### config.mk
export PLATFORM = sky130hd
export DESIGN_NAME = parc_mem_arbiter
export DESIGN_NICKNAME = d
export VERILOG_FILES = /design/src/rtl/parc_mem_arbiter.sv
export SDC_FILE = /design/constraint.sdc
export NUM_CORES = 1
export LEC_CHECK = 0
export BUFFER_PORTS_ARGS = -buffer_cell sky130_fd_sc_hd__buf_2
export CORE_AREA = 4 4 124 126
export DETAILED_ROUTE_END_ITERATION = 10
export DIE_AREA = 0 0 128 130
export PLACE_DENSITY_LB_ADDON = 0.25
export SLEW_MARGIN = 5
export SYNTH_ARGS = -nofsm -noshare
export SYNTH_HDL_FRONTEND = slang
export SYNTH_SLANG_ARGS = --single-unit
### constraint.sdc
create_clock -name clk -period 3.99 [get_ports clk]
set_input_delay 0.5985 -clock clk [delete_from_list [all_inputs] [get_ports clk]]
set_output_delay 0.5985 -clock clk [all_outputs]
set_load 0.02 [all_outputs]
### src/rtl/parc_mem_arbiter.sv
// +----------------------------------------------------------------------------+
// | Module   : parc_mem_arbiter                                                |
// | Brief    : Two-requester (imem/dmem) memory arbiter with in-order response |
// |            routing through a tag FIFO. Macro                               |
// |            PARC_MEM_ARBITER_DMEM_PRIORITY_EN selects fixed dmem priority;  |
// |            round-robin arbitration otherwise.                              |
// | Revision : 1.0 - initial release                                           |
// +----------------------------------------------------------------------------+
`default_nettype none

module parc_mem_arbiter #(
    parameter int p_max_outstanding = 4,
    parameter int p_addr_sz         = 32,
    parameter int p_data_sz         = 32
) (
    input  logic                                 clk,
    input  logic                                 reset,

    input  logic [p_addr_sz+p_data_sz+2:0]       imemreq_msg,
    input  logic                                 imemreq_val,
    output logic                                 imemreq_rdy,

    input  logic [p_addr_sz+p_data_sz+2:0]       dmemreq_msg,
    input  logic                                 dmemreq_val,
    output logic                                 dmemreq_rdy,

    output logic [p_addr_sz+p_data_sz+2:0]       memreq_msg,
    output logic                                 memreq_val,
    input  logic                                 memreq_rdy,

    input  logic [p_data_sz+2:0]                 memresp_msg,
    input  logic                                 memresp_val,

    output logic [p_data_sz+2:0]                 imemresp_msg,
    output logic                                 imemresp_val,
    output logic [p_data_sz+2:0]                 dmemresp_msg,
    output logic                                 dmemresp_val,

    output logic [$clog2(p_max_outstanding):0]   outstanding,
    output logic                                 resp_err
);

    localparam int   PTR_W   = $clog2(p_max_outstanding);
    localparam int   CNT_W   = PTR_W + 1;
    localparam logic ID_IMEM = 1'b0;
    localparam logic ID_DMEM = 1'b1;

    logic [CNT_W-1:0] count_q;
    logic [CNT_W-1:0] count_d;
    logic [PTR_W-1:0] wr_ptr_q;
    logic [PTR_W-1:0] rd_ptr_q;
    logic             tags_q [p_max_outstanding];
    logic             lock_vld_q;
    logic             lock_id_q;
    logic             last_grant_q;
    logic             resp_err_q;

    logic             full;
    logic             grant;
    logic             fire;
    logic             pop;
    logic             head_tag;
    logic             unexpected;

    // A locked side keeps the grant so its stalled message stays on the bus.
    always_comb begin
        grant = ID_IMEM;
        if (imemreq_val && dmemreq_val) begin
            if (lock_vld_q) begin
                grant = lock_id_q;
            end else begin
`ifdef PARC_MEM_ARBITER_DMEM_PRIORITY_EN
                grant = ID_DMEM;
`else
                grant = ~last_grant_q;
`endif
            end
        end else if (dmemreq_val) begin
            grant = ID_DMEM;
        end
    end

    assign full        = (count_q == CNT_W'(p_max_outstanding));
    assign memreq_val  = reset && !full && (imemreq_val || dmemreq_val);
    assign memreq_msg  = (grant == ID_DMEM) ? dmemreq_msg : imemreq_msg;
    assign fire        = memreq_val && memreq_rdy;
    assign imemreq_rdy = memreq_val && memreq_rdy && (grant == ID_IMEM);
    assign dmemreq_rdy = memreq_val && memreq_rdy && (grant == ID_DMEM);

    // count_q is held at zero during reset, so no response is routed then.
    assign pop          = memresp_val && (count_q != '0);
    assign unexpected   = memresp_val && (count_q == '0);
    assign head_tag     = tags_q[rd_ptr_q];
    assign imemresp_val = pop && (head_tag == ID_IMEM);
    assign dmemresp_val = pop && (head_tag == ID_DMEM);
    assign imemresp_msg = memresp_msg;
    assign dmemresp_msg = memresp_msg;

    always_comb begin
        count_d = count_q;
        case ({fire, pop})
            2'b10:   count_d = count_q + CNT_W'(1);
            2'b01:   count_d = count_q - CNT_W'(1);
            default: count_d = count_q;
        endcase
    end

    always_ff @(posedge clk or negedge reset) begin
        if (!reset) begin
            count_q      <= '0;
            wr_ptr_q     <= '0;
            rd_ptr_q     <= '0;
            lock_vld_q   <= 1'b0;
            lock_id_q    <= ID_IMEM;
            last_grant_q <= ID_DMEM;
            resp_err_q   <= 1'b0;
        end else begin
            count_q <= count_d;
            if (fire) begin
                wr_ptr_q     <= wr_ptr_q + PTR_W'(1);
                last_grant_q <= grant;
                lock_vld_q   <= 1'b0;
            end else if (memreq_val) begin
                lock_vld_q <= 1'b1;
                lock_id_q  <= grant;
            end
            if (pop) begin
                rd_ptr_q <= rd_ptr_q + PTR_W'(1);
            end
            if (unexpected) begin
                resp_err_q <= 1'b1;
            end
        end
    end

    // Tag storage needs no reset: entries are only read behind a valid count.
    always_ff @(posedge clk) begin
        if (fire) begin
            tags_q[wr_ptr_q] <= grant;
        end
    end

    assign outstanding = count_q;
    assign resp_err    = resp_err_q;

endmodule

`default_nettype wire

---- After elaboration in Yosys (flattened, before gate mapping) ----
Memory sizes are Yosys's and may differ from the RTL's.
Cells that the tools add are included.
word-level totals
  logic and storage cells ................. 45
  memories kept ........................... 1
  RAM bits ................................ 4
  output and inout bits ................... 146
  bits in registers ....................... 11
  input port bits ......................... 175
operators by class
  add/subtract/negate cells ............... 4
  equality and inequality tests ........... 3
  multiplexer cells ....................... 9
  reduce and logical (&&, ||, !) cells .... 17
  bitwise operators ....................... 4
memories
  name    words  bits a word  read ports  clocked after memory_dff  write ports  line  text
  tags_q  4      1            1           0                         1            52    logic tags_q [p_max_outstanding];
operator list
  cell                 count
  $mux 67              1
  $logic_and 1x1->1    10
  $mux 1               7
  $pmux 3 s2           1
  $add 2x1->2 const B  2
  $not 1->1            4
  $reduce_bool 2->1    2
  $add 3x1->3 const B  1
  $eq 3x3->1 const B   1
  $logic_not 3->1      1
  $reduce_bool 3->1    1
  $sub 3x1->3 const B  1
  $eq 2x1->1 const B   1
  $eq 2x2->1 const B   1
  $reduce_and 2->1     1
  $logic_not 1->1      1
  $logic_or 1x1->1     1

---- Depth between registers and ports, before layout ----
Gate-level depths: netlist (run 1).
  word-level depth ........................ 7
  mapped depth ............................ 9
  mapped depth without buffers ............ 9

---- Worst setup path after synthesis (run 1) ----
No wires, ideal clock.
  kind .................................... input-to-reg
  from .................................... input dmemreq_val
  to ...................................... register count_q[2], in the netlist outstanding[2]
  slack ................................... 1.885 ns
  arrival ................................. 2.025 ns
  library setup time ...................... 0.080 ns
  buffers on the path ..................... 1
  stages .................................. 9
  data required time ...................... 3.910 ns
  cell sequence ........................... o21ai_1 > a211o_1 > buf_2 > ha_1 > inv_1 > fa_1 > xor2_1 > nor2_1 > xor2_1
between the ends
  cells in the longest elaborated chain, start to end .. 5
  elaborated cells on any way between the ends .. 7
  those cells by class .................... 2 x eq/ne; 1 x mux; 4 x reduce/logical
ends and longest elaborated chain
  what                                                    line  text
  from (decl)                                             24    input logic dmemreq_val,
  $logic_or 1x1->1 (*)                                    84    assign memreq_val = reset && !full && (imemreq_val || dmemreq_val);
  $logic_and 1x1->1 (*)                                   84
  $logic_and 1x1->1 (*)                                   86    assign fire = memreq_val && memreq_rdy;
  $eq 2x1->1 / $eq 2x2->1 (equally long branches)         101   case ({fire, pop})
  $pmux 3 s2 / $reduce_bool 2->1 (equally long branches)  n/a
  to (signal assigned)                                    118   count_q <= count_d;
  to (decl)                                               48    logic [CNT_W-1:0] count_q;
Mark *: on every way between the ends. The rest lies on a longest branch, timed or not.
A chain may end at the register's enable or synchronous reset.

---- Worst setup path in the final report (run 1) ----
  from .................................... register last_grant_q
  to ...................................... output memreq_msg[66]
between the ends
  cells in the longest elaborated chain, start to end .. 4
ends and longest elaborated chain
  what                    line  text
  from (decl)             55    logic last_grant_q;
  from (signal assigned)  121   last_grant_q <= grant;
  $not 1->1               75    grant = ~last_grant_q;
  $mux 1                  69    if (lock_vld_q) begin
  $mux 1                  68    if (imemreq_val && dmemreq_val) begin
  $mux 67                 85    assign memreq_msg = (grant == ID_DMEM) ? dmemreq_msg : imemreq_msg;
  to (decl)               27    output logic [p_addr_sz+p_data_sz+2:0] memreq_msg,
Every way passes these cells.

==> summary.txt, run 1 <==
Clock network
  – # hold bufs at CTS: 0
  – Clk Latency, worst-skew pair: about 0.25 ns
  – Postcts setup bufs: 0
  – CTS tree: done
  – Clk pin slew, worst setup/hold paths: around 0.05 ns
  – Sinks on Clock Net: 15
  – Root buffer cell: clkbuf_16
  – PostCTS Resize Cnt: 0
  – Clock Path Buffers: 2
  – Htree depth: 1
  – Total CTS buffers: 3

Timing
  – Setup Skew: approximately 0.0035 ns
  – Worst-Margin Slew: 0.937 ns
  – Max Clk Rate: approximately 0.34 GHz
  – RSZ-0062 raised after global routing: false
  – Slew Limit Fails: 0
  – Headroom to the max-slew limit: 37.5%
  – Tmin final: roughly 3 ns
  – Hold slack: 0.232 ns
  – Setup TNS: 0 ns
  – Crit share post-route: between 70% and 80%
  – Final setup margin: about 1.1 ns
  – Hold Vio Cnt, Final: 0
  – Final Setup Violations: 0

Critical path
  – Worst reg-to-reg setup slack: about 1.9 ns
  – R2R Path Start: outstanding[0]
  – CP Launch Type: flop
  – Critical Path Start: last_grant_q
  – CP max FO: 70
  – Critical path type: reg2out
  – Critical Path AT: around 2.3 ns
  – Critical path capture point type: output pin
  – WP data required: 3.39 ns

Floorplanning
  – Initial core utilization: 14.5%
  – Io pins: ~320
  – Rows: 44
  – Die Area: 0.0166 mm^2
  – Die width: around 130 um
  – Core ar.: roughly 0.014 mm^2
  – Die Y-Extent: 130 um

Detailed routing
  – Drt drc: 0
  – DRT Wirelength: between 6000 and 7000 um
  – Post-route ant nets: 0
  – DR vias: 1,921
  – Drt wl/cell: around 12 um
  – Iter 0 DRT Violations: 31
  – Detailed Routing Iterations Pass 1: 4
  – Vias/cell: between 3 and 4

Finish
  – Most frequent cells in the layout: buf_2 (215), mux2_1 (69), dfrtp_1 (10), inv_1 (7)
  – Layout cells sized above 1: between 60% and 70%
  – Filler instances: between 1,500 and 2,000
  – P&R area growth vs syn: 39.6%
  – Register area: between 300 and 400 um^2
  – Final Non-Filler Cells: 534
  – Final nets: 532
  – Footprint of the multi-input gates: roughly 0.0011 mm^2
  – Ant. Diodes: 0
  – Fin area: between 0.002 and 0.003 mm^2
  – Most common library cell in the layout ignoring fill and taps: buf_2

Yosys
  – Synth async-reset ratio: 73.3%
  – Register area share after synthesis: 19.1%
  – Synthesized cell area: 0.00208 mm^2
  – Mapped Nets: between 300 and 400
  – Yosys synthesis warning count: 0
  – Synth Instances: between 200 and 250
  – Ys flop type: dfrtp_1
  – Flop and latch count out of synthesis: 15
  – Distinct cells, synth: 28
  – Post-synth EDFFs: 4
  – Synth Area per Inst: ~9.9 um^2

Outcome
  – Outcome: finished clean

Place
  – Port bufs: ~220
  – Cell Count Post-Placement: 530
  – DP HPWL: about 5700 um
  – Pre-CTS setup slack: 1.20 ns
  – Placed Area: 0.00282 mm^2
  – GP Congestion: 0.786

Global route
  – First-pass GRT wire length: between 9000 and 10,000 um
  – Largest net degree at the start of global routing: 71
  – GRT Util Overall: ~6.8%
  – Vias in the first global route: 1,928
  – Initial antenna violation count: 0
  – Total grt overflow: 0

Power
  – VDD IR max: about 0.13 mV
  – Power density over the cells: approximately 410 mW/mm^2
  – Leakage: ~1.5 nW

Hold path
  – Worst min path class: in2async

Flow run
  – Max-cap violations: 0
-- logic make-up (layout without fill, tap and decap cells) --
| family | count (synthesis) | count (layout) | share of synthesized area (%) |
|---|---|---|---|
| DFF | 15 | 15 | 19.1 |
| AOI/OAI and AO/OA | 7 | 7 | 2.29 |
| muxes | 71 | 71 | 39.0 |
| buffers and inverters | 86 | 227 | 28.8 |
| xor gates and xnor gates | 6 | 6 | 2.53 |
| and+or+nand+nor | 18 | 18 | 4.40 |
| adders and majority gates | 6 | 6 | 3.97 |
-- Yosys cell counts, types with 2 or more instances --
cell      number  area, um^2
and3_1         4        25.0
buf_2          7        35.0
buf_4         71         533
dfrtp_1       10         250
edfxtp_1       4         120
ha_1           5        62.6
inv_1          7        26.3
mux2_1        69         777
nand2_1        3        11.3
nor2_1         5        18.8
nor2b_1        2        12.5
o21ai_1        2        10.0
xnor2_1        4        35.0
xor2_1         2        17.5
-- critical path, cell delays in order (launching register included) --
cell	delay (ns)
dfstp_2	0.52
nor2b_1	0.12
o21ai_1	0.10
nand2_4	0.63
mux2_1	0.43
buf_2	0.18
-- registers in the layout, indices dropped and copies added, names as in the netlist --
| signal | cells |
|---|---|
| last_grant_q | 1 |
| lock_id_q | 1 |
| rd_ptr_q | 2 |
| outstanding | 3 |
| wr_ptr_q | 2 |
| lock_vld_q | 1 |
| resp_err | 1 |
| tags_q | 4 |
-- layout make-up --
cell class                 instances  area share, %
clock buffer                       4           2.72
inverter                           8           1.04
multi-input combinational        108           37.5
sequential                        15           13.7
tap                              184           7.94
timing repair buffer             215           37.1
-- where the power goes --
| group | internal, mW | total [mW] | leakage [nW] | switching [mW] |
|---|---|---|---|---|
| Sequential | 0.223 | 0.277 | 0.162 | 0.0542 |
| Clock | 0.135 | 0.195 | 0.0382 | 0.0598 |
| Combinational | 0.310 | 0.710 | 1.32 | 0.400 |
-- path summary, 6_finish.rpt --
check                                 end  cells after the start
setup / recovery           memreq_msg[66]                      5
hold / removal             outstanding[0]                      1
setup reg to reg           outstanding[2]                      8
hold reg to reg                  resp_err                      1
max in group asynchronous    last_grant_q                      1
min in group clk                 resp_err                      1
-- metrics by stage --
stage	power (mW)	utilization [%]
floorplan	0.863	-
global placement	1.00	19.7
detailed placement	1.00	19.7
CTS	1.21	20.3
global route	1.28	20.3
finish	1.18	20.3
-- per-layer routing --
layer	up-vias	GRT usage (%)	wire length [um]	part of all wire, %
met5	-	0	0	0
met4	0	2.62	155	2.4
met3	17	1.35	850	13
met2	129	13.6	3300	51
met1	859	6.93	2190	34
li1	916	-	-	-
Note: power is estimated with default switching activity, not from simulation.
==> inputs of run 2 (changes only) <==
- CORE_AREA: 4 4 124 126 -> 4 4 123 125
- DIE_AREA: 0 0 128 130 -> 0 0 127 129
- clock period: 3.99 -> 2.4 ns (I/O delays scaled with it)
==> summary.txt, run 2 (synthesized netlist as in run 1, its figures left out) <==
Global route
  – GRT Util Overall: 8.83%
  – Vias in the first global route: about 2,000
  – Total grt overflow: 0
  – Largest net degree at the start of global routing: 30
  – Initial antenna violation count: 2
  – First-pass GRT wire length: 11,500 um

Timing
  – Setup Skew: ~0.0025 ns
  – Headroom to the max-slew limit: 81.2%
  – Max Clk Rate: around 0.44 GHz
  – RSZ-0062 raised after global routing: false
  – Final setup margin: 0.127 ns
  – Setup TNS: 0 ns
  – Final Setup Violations: 0
  – Crit share post-route: a little over nine tenths
  – Hold Vio Cnt, Final: 0
  – Tmin final: between 2 and 2.5 ns
  – Slew Limit Fails: 0
  – Worst-Margin Slew: 0.282 ns

Finish
  – Most frequent cells in the layout: buf_2 (215), mux2_1 (69), dfrtp_1 (10), buf_4 (10), inv_1 (7)
  – Footprint of the multi-input gates: roughly 0.0011 mm^2
  – Layout cells sized above 1: 64.9%
  – Max reg flops: 4
  – Most common library cell in the layout ignoring fill and taps: buf_2
  – Register area: slightly below 400 um^2
  – P&R area growth vs syn: 45.0%
  – Filler instances: 1,528
  – Final nets: approximately 540
  – Biggest register: tags_q

Power
  – Power density over the cells: slightly below 700 mW/mm^2
  – Sw frac: between 40% and 50%
  – Leakage: between 1.5 and 2 nW
  – VDD IR max: around 0.20 mV
  – Clock Power Share: between 10% and 20%
  – Internal power: 1.17 mW
  – Switching power: 893 uW
  – Sequential share of power: 21.9%
  – Comb power frac: 62.7%

Clock network
  – Total CTS buffers: 3
  – PostCTS Resize Cnt: 0
  – Sinks on Clock Net: 15
  – CTS tree: done
  – Clk Latency, worst-skew pair: between 0.2 and 0.25 ns
  – Root buffer cell: clkbuf_16
  – Clock Path Buffers: 2
  – Clk pin slew, worst setup/hold paths: 0.05 ns
  – Htree depth: 1

Floorplanning
  – Rows: 43
  – Io pins: between 300 and 400
  – Die width: approximately 130 um
  – Initial core utilization: between 10% and 20%
  – Die Area: approximately 0.016 mm^2
  – Die Y-Extent: ~130 um
  – Core ar.: ~0.014 mm^2

Detailed routing
  – Post-route ant nets: 0
  – DRT Wirelength: just over 8000 um
  – Drt drc: 0
  – DR vias: ~2,000
  – Iter 0 DRT Violations: 65
  – Detailed Routing Iterations Pass 1: 4
  – Drt wl/cell: around 15 um
  – Top layer in use: met5
  – WL met3: between 1000 and 1500 um
  – Vias/cell: ~3.7
  – Wl on met1: 2990 um
  – WL met2: 3970 um

Critical path
  – Worst reg-to-reg setup slack: about 0.45 ns
  – CP Launch Type: flop
  – Worst R2R Path Depth: 9
  – FF-to-FF End: outstanding[2]
  – R2R Path Start: outstanding[0]
  – Critical Path AT: ~1.9 ns
  – Critical path capture point type: output pin
  – CP max FO: 29
  – WP data required: about 2.0 ns
  – Critical path type: reg2out

Place
  – DP HPWL: a little over 7000 um
  – Port bufs: 215
  – Pre-CTS setup slack: 0.283 ns
  – GP Congestion: between 0.8 and 0.9

Outcome
  – Outcome: finished clean

Flow run
  – Max-cap violations: 0

Hold path
  – Worst min path class: in2async
==> run 2: final cells by class <==
| class | count | share of cell area [%] |
|---|---|---|
| Inverter | 8 | 0.997 |
| Antenna cell | 1 | 0.0831 |
| Tap cell | 180 | 7.48 |
| Timing Repair Buffer | 227 | 39.5 |
| Clock buffer | 4 | 2.62 |
| Multi-Input combinational cell | 108 | 36.1 |
| Sequential cell | 15 | 13.2 |
==> run 2: critical path, stage by stage, from the launching register on <==
cell and delay (ns):
dfstp_2 0.52, nor2b_1 0.12, o21ai_1 0.09, nand2_4 0.17, buf_12 0.22, mux2_1 0.36, buf_2 0.17
==> run 2: what timing repair did <==
action	4_1_cts	5_1_grt
buffers inserted	0	5
setup endpoints to repair	0	26
hold buffers	0	0
==> run 2: routing by layer <==
metal	vias to the layer above	track usage (%)
met5	-	0
met4	4	1.26
met3	16	3.49
met2	143	15.9
met1	890	10.1
li1	941	-
==> run 2: power by group through the flow <==
| stage | sequential, mW | clock [mW] | combinational (mW) |
|---|---|---|---|
| floorplan | 0.489 | 0 | 0.945 |
| global placement | 0.454 | 0 | 1.29 |
| detailed placement | 0.457 | 0 | 1.29 |
| CTS | 0.453 | 0.330 | 1.30 |
| global route | 0.467 | 0.342 | 1.42 |
| finish | 0.452 | 0.318 | 1.30 |
==> run 2: through the flow <==
step / std cells / power [mW] / hold slack, ns / utilization, % / area, um^2
after global placement: 533 / 1.74 / 0.358 / 20.8 / 2890
after detailed placement: 533 / 1.75 / 0.348 / 20.8 / 2890
after CTS: 537 / 2.09 / 0.0883 / 21.4 / 2970
final: 543 / 2.07 / 0.0802 / 21.7 / 3010
after floorplan: 209 / 1.43 / 0.0644 / - / 2080
after global routing: 542 / 2.23 / 0.103 / 21.7 / 3010
==> run 2: worst max path at each step <==
stage,start,end,slack [ns]
6_report,last_grant_q,memreq_msg[58],0.13
3_3_place_gp,last_grant_q,memreq_msg[58],0.27
3_5_place_dp,last_grant_q,memreq_msg[58],0.28
4_1_cts,last_grant_q,memreq_msg[58],0.01
5_1_grt,last_grant_q,memreq_msg[58],0.03
2_1_floorplan,outstanding[0],outstanding[2],0.38
